==> config.mk <==
export PLATFORM = sky130hd
export DESIGN_NAME = noc_port_arbiter_flat
export DESIGN_NICKNAME = d
export VERILOG_FILES = /design/src/rtl/noc_port_arbiter_if.sv /design/src/rtl/noc_port_arbiter.sv /design/src/flat_wrapper.sv
export SDC_FILE = /design/constraint.sdc
export NUM_CORES = 1
export LEC_CHECK = 0
export ABC_AREA = 1
export CAP_MARGIN = 20
export CORE_MARGIN = 3
export CORE_UTILIZATION = 40
export CTS_BUF_LIST = sky130_fd_sc_hd__clkbuf_16
export DETAILED_ROUTE_END_ITERATION = 8
export PLACE_DENSITY = 0.62
export SYNTH_ARGS = -nofsm -noshare
export SYNTH_HDL_FRONTEND = slang
export SYNTH_SLANG_ARGS = --single-unit
export TNS_END_PERCENT = 100
==> constraint.sdc <==
create_clock -name clk_i -period 2.9 [get_ports clk_i]
set_input_delay 0.435 -clock clk_i [delete_from_list [all_inputs] [get_ports clk_i]]
set_output_delay 0.435 -clock clk_i [all_outputs]
set_load 0.005 [all_outputs]
==> src/rtl/noc_port_arbiter_if.sv <==
// Request/grant bundle between the NoC port requesters and the output-port arbiter.
// The arbiter takes the slave side; requesters and status consumers take the master side.
interface noc_port_arbiter_if #(
   parameter int unsigned NREQ      = 5,
   parameter int unsigned CNT_WIDTH = 16
);
   logic [NREQ-1:0]      req;
   logic [NREQ-1:0]      last;
   logic                 xfer;
   logic                 enable;
   logic [NREQ-1:0]      gnt;
   logic [2:0]           gnt_id;
   logic                 busy;
   logic                 timeout_err;
   logic                 abort_err;
   logic [CNT_WIDTH-1:0] pkt_count;

   modport master (
      output req, last, xfer, enable,
      input  gnt, gnt_id, busy, timeout_err, abort_err, pkt_count
   );

   modport slave (
      input  req, last, xfer, enable,
      output gnt, gnt_id, busy, timeout_err, abort_err, pkt_count
   );
endinterface

==> src/rtl/noc_port_arbiter.sv <==
// Wormhole round-robin arbiter for one NoC output port: holds a grant for a whole packet,
// with abort detection on dropped requests and an idle-stall watchdog.
module noc_port_arbiter #(
   parameter int unsigned NREQ      = 5,
   parameter int unsigned WD_MAX    = 255,
   parameter int unsigned CNT_WIDTH = 16
) (
   input logic                clk_i,
   input logic                reset_i,
   noc_port_arbiter_if.slave  bus
);
   localparam int unsigned IdW = 3;
   localparam int unsigned WdW = $clog2(WD_MAX + 1);

   typedef enum logic {StIdle, StGrant} state_e;

   state_e               state_q, state_d;
   logic [IdW-1:0]       gnt_id_q, gnt_id_d;
   logic [IdW-1:0]       ptr_q, ptr_d;
   logic [WdW-1:0]       wd_cnt_q, wd_cnt_d;
   logic                 timeout_q, timeout_d;
   logic                 abort_q, abort_d;
   logic [CNT_WIDTH-1:0] pkt_cnt_q, pkt_cnt_d;

   logic [IdW-1:0]       win_id;
   logic                 win_found;
   logic [IdW-1:0]       ptr_next;

   always_ff @(posedge clk_i) begin
      if (reset_i) begin
         state_q   <= StIdle;
         gnt_id_q  <= '0;
         ptr_q     <= '0;
         wd_cnt_q  <= '0;
         timeout_q <= 1'b0;
         abort_q   <= 1'b0;
         pkt_cnt_q <= '0;
      end else begin
         state_q   <= state_d;
         gnt_id_q  <= gnt_id_d;
         ptr_q     <= ptr_d;
         wd_cnt_q  <= wd_cnt_d;
         timeout_q <= timeout_d;
         abort_q   <= abort_d;
         pkt_cnt_q <= pkt_cnt_d;
      end
   end

   // First set request at or above ptr, wrapping back to requester 0.
   always_comb begin
      int unsigned idx;
      win_id    = '0;
      win_found = 1'b0;
      for (int unsigned i = 0; i < NREQ; i++) begin
         idx = int'(ptr_q) + i;
         if (idx >= NREQ) idx = idx - NREQ;
         if (!win_found && bus.req[idx]) begin
            win_found = 1'b1;
            win_id    = IdW'(idx);
         end
      end
   end

   assign ptr_next = (int'(gnt_id_q) == NREQ - 1) ? '0 : gnt_id_q + 1'b1;

   always_comb begin
      state_d   = state_q;
      gnt_id_d  = gnt_id_q;
      ptr_d     = ptr_q;
      wd_cnt_d  = wd_cnt_q;
      timeout_d = timeout_q;
      abort_d   = abort_q;
      pkt_cnt_d = pkt_cnt_q;
      unique case (state_q)
         StIdle: begin
            if (bus.enable && win_found) begin
               state_d  = StGrant;
               gnt_id_d = win_id;
               wd_cnt_d = '0;
            end
         end
         StGrant: begin
            // Release priority: tail transfer, then dropped request, then watchdog.
            if (bus.xfer && bus.last[gnt_id_q]) begin
               state_d   = StIdle;
               gnt_id_d  = '0;
               ptr_d     = ptr_next;
               wd_cnt_d  = '0;
               pkt_cnt_d = pkt_cnt_q + 1'b1;
            end else if (!bus.req[gnt_id_q]) begin
               state_d  = StIdle;
               gnt_id_d = '0;
               ptr_d    = ptr_next;
               wd_cnt_d = '0;
               abort_d  = 1'b1;
            end else if (!bus.xfer && (wd_cnt_q == WdW'(WD_MAX - 1))) begin
               state_d   = StIdle;
               gnt_id_d  = '0;
               ptr_d     = ptr_next;
               wd_cnt_d  = '0;
               timeout_d = 1'b1;
            end else begin
               wd_cnt_d = bus.xfer ? '0 : wd_cnt_q + 1'b1;
            end
         end
         default: state_d = StIdle;
      endcase
   end

   always_comb begin
      bus.busy        = (state_q == StGrant);
      bus.gnt_id      = bus.busy ? gnt_id_q : '0;
      bus.gnt         = bus.busy ? (NREQ'(1) << gnt_id_q) : '0;
      bus.timeout_err = timeout_q;
      bus.abort_err   = abort_q;
      bus.pkt_count   = pkt_cnt_q;
   end
endmodule

==> src/flat_wrapper.sv <==
// flat-port wrapper written by rule: the top's interface ports become plain ports
module noc_port_arbiter_flat 
#(
   parameter int unsigned NREQ      = 5,
   parameter int unsigned WD_MAX    = 255,
   parameter int unsigned CNT_WIDTH = 16
)
  (clk_i, reset_i, bus_req, bus_last, bus_xfer, bus_enable, bus_gnt, bus_gnt_id, bus_busy, bus_timeout_err, bus_abort_err, bus_pkt_count);
  noc_port_arbiter_if #(.NREQ(NREQ), .CNT_WIDTH(CNT_WIDTH)) bus_i ();
  input logic clk_i;
  input logic reset_i;
  input wire logic [$bits(bus_i.req)-1:0] bus_req;
  input wire logic [$bits(bus_i.last)-1:0] bus_last;
  input wire logic [$bits(bus_i.xfer)-1:0] bus_xfer;
  input wire logic [$bits(bus_i.enable)-1:0] bus_enable;
  output wire logic [$bits(bus_i.gnt)-1:0] bus_gnt;
  output wire logic [$bits(bus_i.gnt_id)-1:0] bus_gnt_id;
  output wire logic [$bits(bus_i.busy)-1:0] bus_busy;
  output wire logic [$bits(bus_i.timeout_err)-1:0] bus_timeout_err;
  output wire logic [$bits(bus_i.abort_err)-1:0] bus_abort_err;
  output wire logic [$bits(bus_i.pkt_count)-1:0] bus_pkt_count;
  assign bus_i.req = bus_req;
  assign bus_i.last = bus_last;
  assign bus_i.xfer = bus_xfer;
  assign bus_i.enable = bus_enable;
  assign bus_gnt = bus_i.gnt;
  assign bus_gnt_id = bus_i.gnt_id;
  assign bus_busy = bus_i.busy;
  assign bus_timeout_err = bus_i.timeout_err;
  assign bus_abort_err = bus_i.abort_err;
  assign bus_pkt_count = bus_i.pkt_count;
  noc_port_arbiter #(.NREQ(NREQ), .WD_MAX(WD_MAX), .CNT_WIDTH(CNT_WIDTH)) u_core (.clk_i(clk_i), .reset_i(reset_i), .bus(bus_i));
endmodule
# [Yosys cells after proc, flatten, opt, wreduce, memory -nomap -nowiden]
# Index checks and enable logic that the tools add are counted.
[totals] register_bits=33 out_inout_bits=27 inputBits=14
[classes] n_reduce_logical=17 n_shift=1 n_eq_ne=5 n_mux=51 add_sub_neg=12 magnitude_cmp=11 bitwise=3
[ops] operator="32-bit by 4-bit < comparator with 1-bit output, second input constant" n=5
[ops] operator="32-bit 2-to-1 mux" n=5
[ops] operator="32-bit by 3-bit greater-or-equal comparator with 1-bit output, second input constant" n=4
[ops] operator="32-bit by 3-bit subtractor with 32-bit output, second input constant" n=4
[ops] operator="3-bit 2-to-1 mux" n=14
[ops] operator="8-bit 2-to-1 mux" n=5
[ops] operator="1-bit binary-select mux with 3-bit select" n=7
[ops] operator="16-bit by 1-bit adder with 16-bit output, second input constant" n=1
[ops] operator="1-bit 2-to-1 mux" n=16
[ops] operator="8-bit case mux with 2 select lines" n=1
[ops] operator="3-bit by 2-bit adder with 4-bit output, second input constant" n=2
[ops] operator="8-bit by 1-bit adder with 8-bit output, second input constant" n=1
[ops] operator="8-bit == test, second input constant" n=1
[ops] operator="1-bit logical AND" n=7
[ops] operator="3-bit case mux with 2 select lines" n=1
[ops] operator="2-bit AND reduction" n=3
[ops] operator="1-bit logical NOT" n=5
[ops] operator="5-bit 2-to-1 mux" n=1
[ops] operator="1-bit by 3-bit left shift with 5-bit output, first input constant" n=1
[ops] operator="3-bit by 1-bit adder with 4-bit output, second input constant" n=1
[ops] operator="3-bit by 3-bit adder with 4-bit output, second input constant" n=1
[ops] operator="3-bit by 4-bit < comparator with 1-bit output, second input constant" n=1
[ops] operator="4-bit != test, second input constant" n=1
[ops] operator="4-bit AND reduction" n=1
[ops] operator="9 further kinds" n=11

# [Logic depth before layout (Yosys ltp)]
[depth] depth_word=20 depth_mapped=22 mapped_depth_nobuf=21

# [Least setup slack after synthesis]
# OpenSTA, ideal clock, no wires.
[synth_timing] kind="reg2reg" startpoint="register u_core.ptr_q[0]" endpoint="register u_core.wd_cnt_q[6]" stages_incl_launch_ff=23 t_arrival_ns=2.440 path_slack_ns=0.391 period_less_slack_ns=2.509 cell_sequence="dfxtp_1 inv_2 buf_6 ha_1 inv_1 fa_1 inv_1 nand2_1 nand2_1 nand2_1 nand2_1 inv_1 nand3_1 nand2_1 nand2_1 nand2_2 nor2_8 nand3_2 nand2_2 nand2_4 inv_6 nand2_2 a21oi_2"
[synth_between] elab_chain_len=19 elab_cells_between_ends=44
[synth_lines] item="from (decl)" line_no="noc_port_arbiter.sv:19" text="logic [IdW-1:0] ptr_q, ptr_d;"
[synth_lines] item="from (signal assigned)" line_no="noc_port_arbiter.sv:41" text="ptr_q <= ptr_d;"
[synth_lines] item="branches (longest 16 deep; another with 32-bit by 3-bit subtractor with 32-bit output)"
[synth_lines] item="1-bit 2-to-1 mux (*)" line_no="noc_port_arbiter.sv:57" text="if (!win_found && bus.req[idx]) begin"
[synth_lines] item="1-bit logical AND (*)" line_no="noc_port_arbiter.sv:76" text="if (bus.enable && win_found) begin"
[synth_lines] item="2-bit by 1-bit != test with 1-bit output (no line) (*)"
[synth_lines] item="to (signal assigned)" line_no="noc_port_arbiter.sv:42" text="wd_cnt_q <= wd_cnt_d;"
[synth_lines] item="to (decl)" line_no="noc_port_arbiter.sv:20" text="logic [WdW-1:0] wd_cnt_q, wd_cnt_d;"
# Every way passes the cells marked *. The select of a mux whose other input is x is not followed.
# A chain may end at the register's enable or synchronous reset.

# [Final worst setup path]
[layout_timing] startpoint="register u_core.ptr_q[1]" endpoint="register u_core.gnt_id_q[0]"
[layout_between] elab_chain_len=20 elab_cells_between_ends=52
[layout_lines] item="branches (longest 20 deep; another with 32-bit by 3-bit subtractor with 32-bit output)"
[layout_lines] item="to (signal assigned)" line_no="noc_port_arbiter.sv:40" text="gnt_id_q <= gnt_id_d;"
[layout_lines] item="to (decl)" line_no="noc_port_arbiter.sv:18" text="logic [IdW-1:0] gnt_id_q, gnt_id_d;"
# Several ways; the timed one is not identified. The select of a mux whose other input is x is not followed.

==> impl_results.md <==
- Share of layout cells above drive strength 1: 0.124
- Num ports: 41
- Main synth FF type: dfxtp_1
- Clk_lat worst skew: 280 ps
- # DRC: 0
- # fillers: 733
- Max FO, Critical Path: 8
- Cell Area, Synth: 2900 um^2
- Critical Path Source: u_core.ptr_q[1]
- CP Depth: 15
- Num rows: 30
- Initial DRT Pass Iterations: 4
- Reg-to-reg slack, setup: 270 ps
- Worst slew pin tran: 468 ps
- Max-Slew Margin vs Limit: 0.688
- CP Class: register to register
- Fin crit share: 0.907
- Largest net degree at the start of global routing: 19
- Count leader, synth: nand2_1
- Share of synthesized flip-flops with an asynchronous set or reset: 0
- First-pass GRT wire length: 12400 um
- Post-synth EDFFs: 0
- P_leak: 1.60 nW
- Crit-path cells: inv_1 -> ha_1 -> ha_1 -> inv_1 -> a22oi_1 -> nand2_1 -> nand2_2 -> nand2_4 -> nor2_8 -> nand3_2 -> nand2_2 -> nand2_4 -> nand2_2 -> nand2_1 -> a21oi_1
- Congestion Overflow GR: 0
- Crit. End Element: register
- Vias per cell: 5.00
- Detail Route Antenna Nets: 0
- Final slew viol count: 0
- Fmax: 380 MHz
- Mapped Avg Cell Area: 6.37 um^2
- Die height: 91.2 um
- Endpoints failing setup: 0
- Synth Instances: 455
- Minimum clock period: 2630 ps
- Final Total Pwr: 2.15 mW
- Max Cap Viol: 0
- Reg clk slew, reported paths: 50 ps
- PwrDens: 606 nW/um^2
- DRT Wirelength: 7470 um
- Crit-path most repeated cell: nand2_2
- Final hold vios: 0
- Total vias in the final route: 2980
- FF-to-FF Start: u_core.ptr_q[1]
- Worst reg2reg path endpoint: u_core.gnt_id_q[0]
- Yosys warnings: 0
- Final clock skew: 3.41 ps
- CTS H-tree lvls: 2
- Post-synth top area share: 0.228
- Max clock buf depth: 2
- Data arrival time of the critical path: 2840 ps
- Hold crit path type: register to register
- Critical path required time: 3110 ps
- CTS Sinks: 33
- Port Buffers: 40
- Area delta synth->final: 22.5%
- Diode count: 0
- Initial Util: 0.420
- # nets final: 532
- Status: completed
- Slowest stage delay, CP: 410 ps
- Fin Setup TNS: 0 ps
- Startpoint Class: register
- Synth cell types: 39
- Detailed Place HPWL: 5810 um
- Register area share after synthesis: 0.228
- Synth top cells by count: nand2_1, inv_1, nand3_1
- CP top delay family: simple AND/OR/NAND/NOR gates
- RSZ-0062 raised after global routing: false
- CP Buf/Inv Count: 2
- Worst vdd ir: 0.000260 V
- GP Congestion: 0.892
- Core ar.: 6910 um^2
- First DRT Iteration DRCs: 142
- Synth top area cells: dfxtp_1, nand2_1, nand3_1, inv_1, ha_1
- CTS root buffer: clkbuf_16
- Most area-hungry cell type in the Yosys netlist: dfxtp_1
- Cells on worst reg2reg path: 15
- Final Core Density: 0.514
- Vias in the first global route: 2659
- CTS tree: done
- Syn_nets: 488
- Register bit total from synthesis: 33
- All-Layer GR Usage: 0.180
- CP max-delay cell: dfxtp_2
- Num CTS Buffers: 5
- CP Capture Point: u_core.gnt_id_q[0]
- WL per Instance: 12.5 um
- Die Width: 91.2 um
- Initial antenna violation count: 0
- Die Footprint: 8310 um^2
cells in the final DEF, fill, tap and decap left out, types with 3 or more instances in the layout:
cell,Yosys,routed
nand2_4,3,4
o21ai_0,14,14
inv_2,2,3
buf_4,1,5
clkinv_2,1,3
ha_1,18,18
nand3b_1,4,4
a21oi_1,18,18
nor3_1,7,7
dfxtp_1,33,32
a21oi_2,10,10
nor2_1,35,35
nand3_2,4,4
clkbuf_16,0,5
o21ai_1,8,8
nand2_1,112,112
nand2_2,19,18
xor2_1,6,6
nand3_1,58,58
inv_1,63,63
nand4_1,11,11
clkdlybuf4s50_1,0,40
flip-flops by register name, indices dropped and copies added (netlist names):
name,count
u_core.bus.abort_err,1
u_core.bus.timeout_err,1
u_core.bus.pkt_count,16
u_core.wd_cnt_q,8
u_core.bus.busy,1
u_core.gnt_id_q,3
u_core.ptr_q,3
area by class of cell:
cell class                 instances  area [um^2]  share of cell area
timing repair buffer              45          438               0.123
tap                               96          120              0.0338
inverter                          67          258              0.0725
clock inverter                     3         13.8             0.00387
sequential                        33          662               0.186
multi-input combinational        347         1940               0.545
clock buffer                       5          125              0.0352
through the flow:
stage | instances | setup WS (ps) | instance area [um^2] | hold WS (ps)
3_3_place_gp | 588 | 201 | 3410 | 451
4_1_cts | 596 | 111 | 3550 | 471
6_report | 596 | 268 | 3550 | 465
5_1_grt | 596 | 10.2 | 3550 | 483
3_5_place_dp | 588 | 122 | 3410 | 459
2_1_floorplan | 455 | 391 | 2900 | 453
worst min path at each step:
stage                                       start                      end  slack (ps)  depth (start not counted)
after global routing      u_core.bus.pkt_count[8]  u_core.bus.pkt_count[8]         480                          2
after detailed placement   u_core.bus.timeout_err   u_core.bus.timeout_err         460                          2
after CTS                 u_core.bus.pkt_count[8]  u_core.bus.pkt_count[8]         470                          2
final                     u_core.bus.pkt_count[8]  u_core.bus.pkt_count[8]         470                          2
after global placement     u_core.bus.timeout_err   u_core.bus.timeout_err         450                          2
after floorplan           u_core.bus.pkt_count[8]  u_core.bus.pkt_count[8]         450                          2
report_power, final:
group,internal [mW],switching (mW)
Sequential,0.483,0.0506
Clock,0.311,0.196
Combinational,0.393,0.720
Total,1.19,0.967
worst min-delay path, stage by stage (launching register included):
cell,delay [ps]
dfxtp_1,320
inv_1,50
a21oi_1,50
cell families after synthesis:
logic type	Yosys count	synth area share
AND/OR/NAND/NOR	260	0.428
buffers and inverters	75	0.106
AO/OA/AOI/OAI	61	0.130
flip-flops	33	0.228
adder cells (fa/ha/maj)	19	0.0846
XOR/XNOR	7	0.0237
repair_timing:
item	in CTS	in global routing
buffers inserted	0	0
endpoints found under the setup margin	0	12
gates resized for setup	0	3
hold buffers	0	0
metal layers:
metal	wire, um	track usage
met1	3670	0.254
met2	3300	0.267
met3	393	0.0439
met4	110	0.0565
met5	0	0
Power figures use the tool's default switching activity.
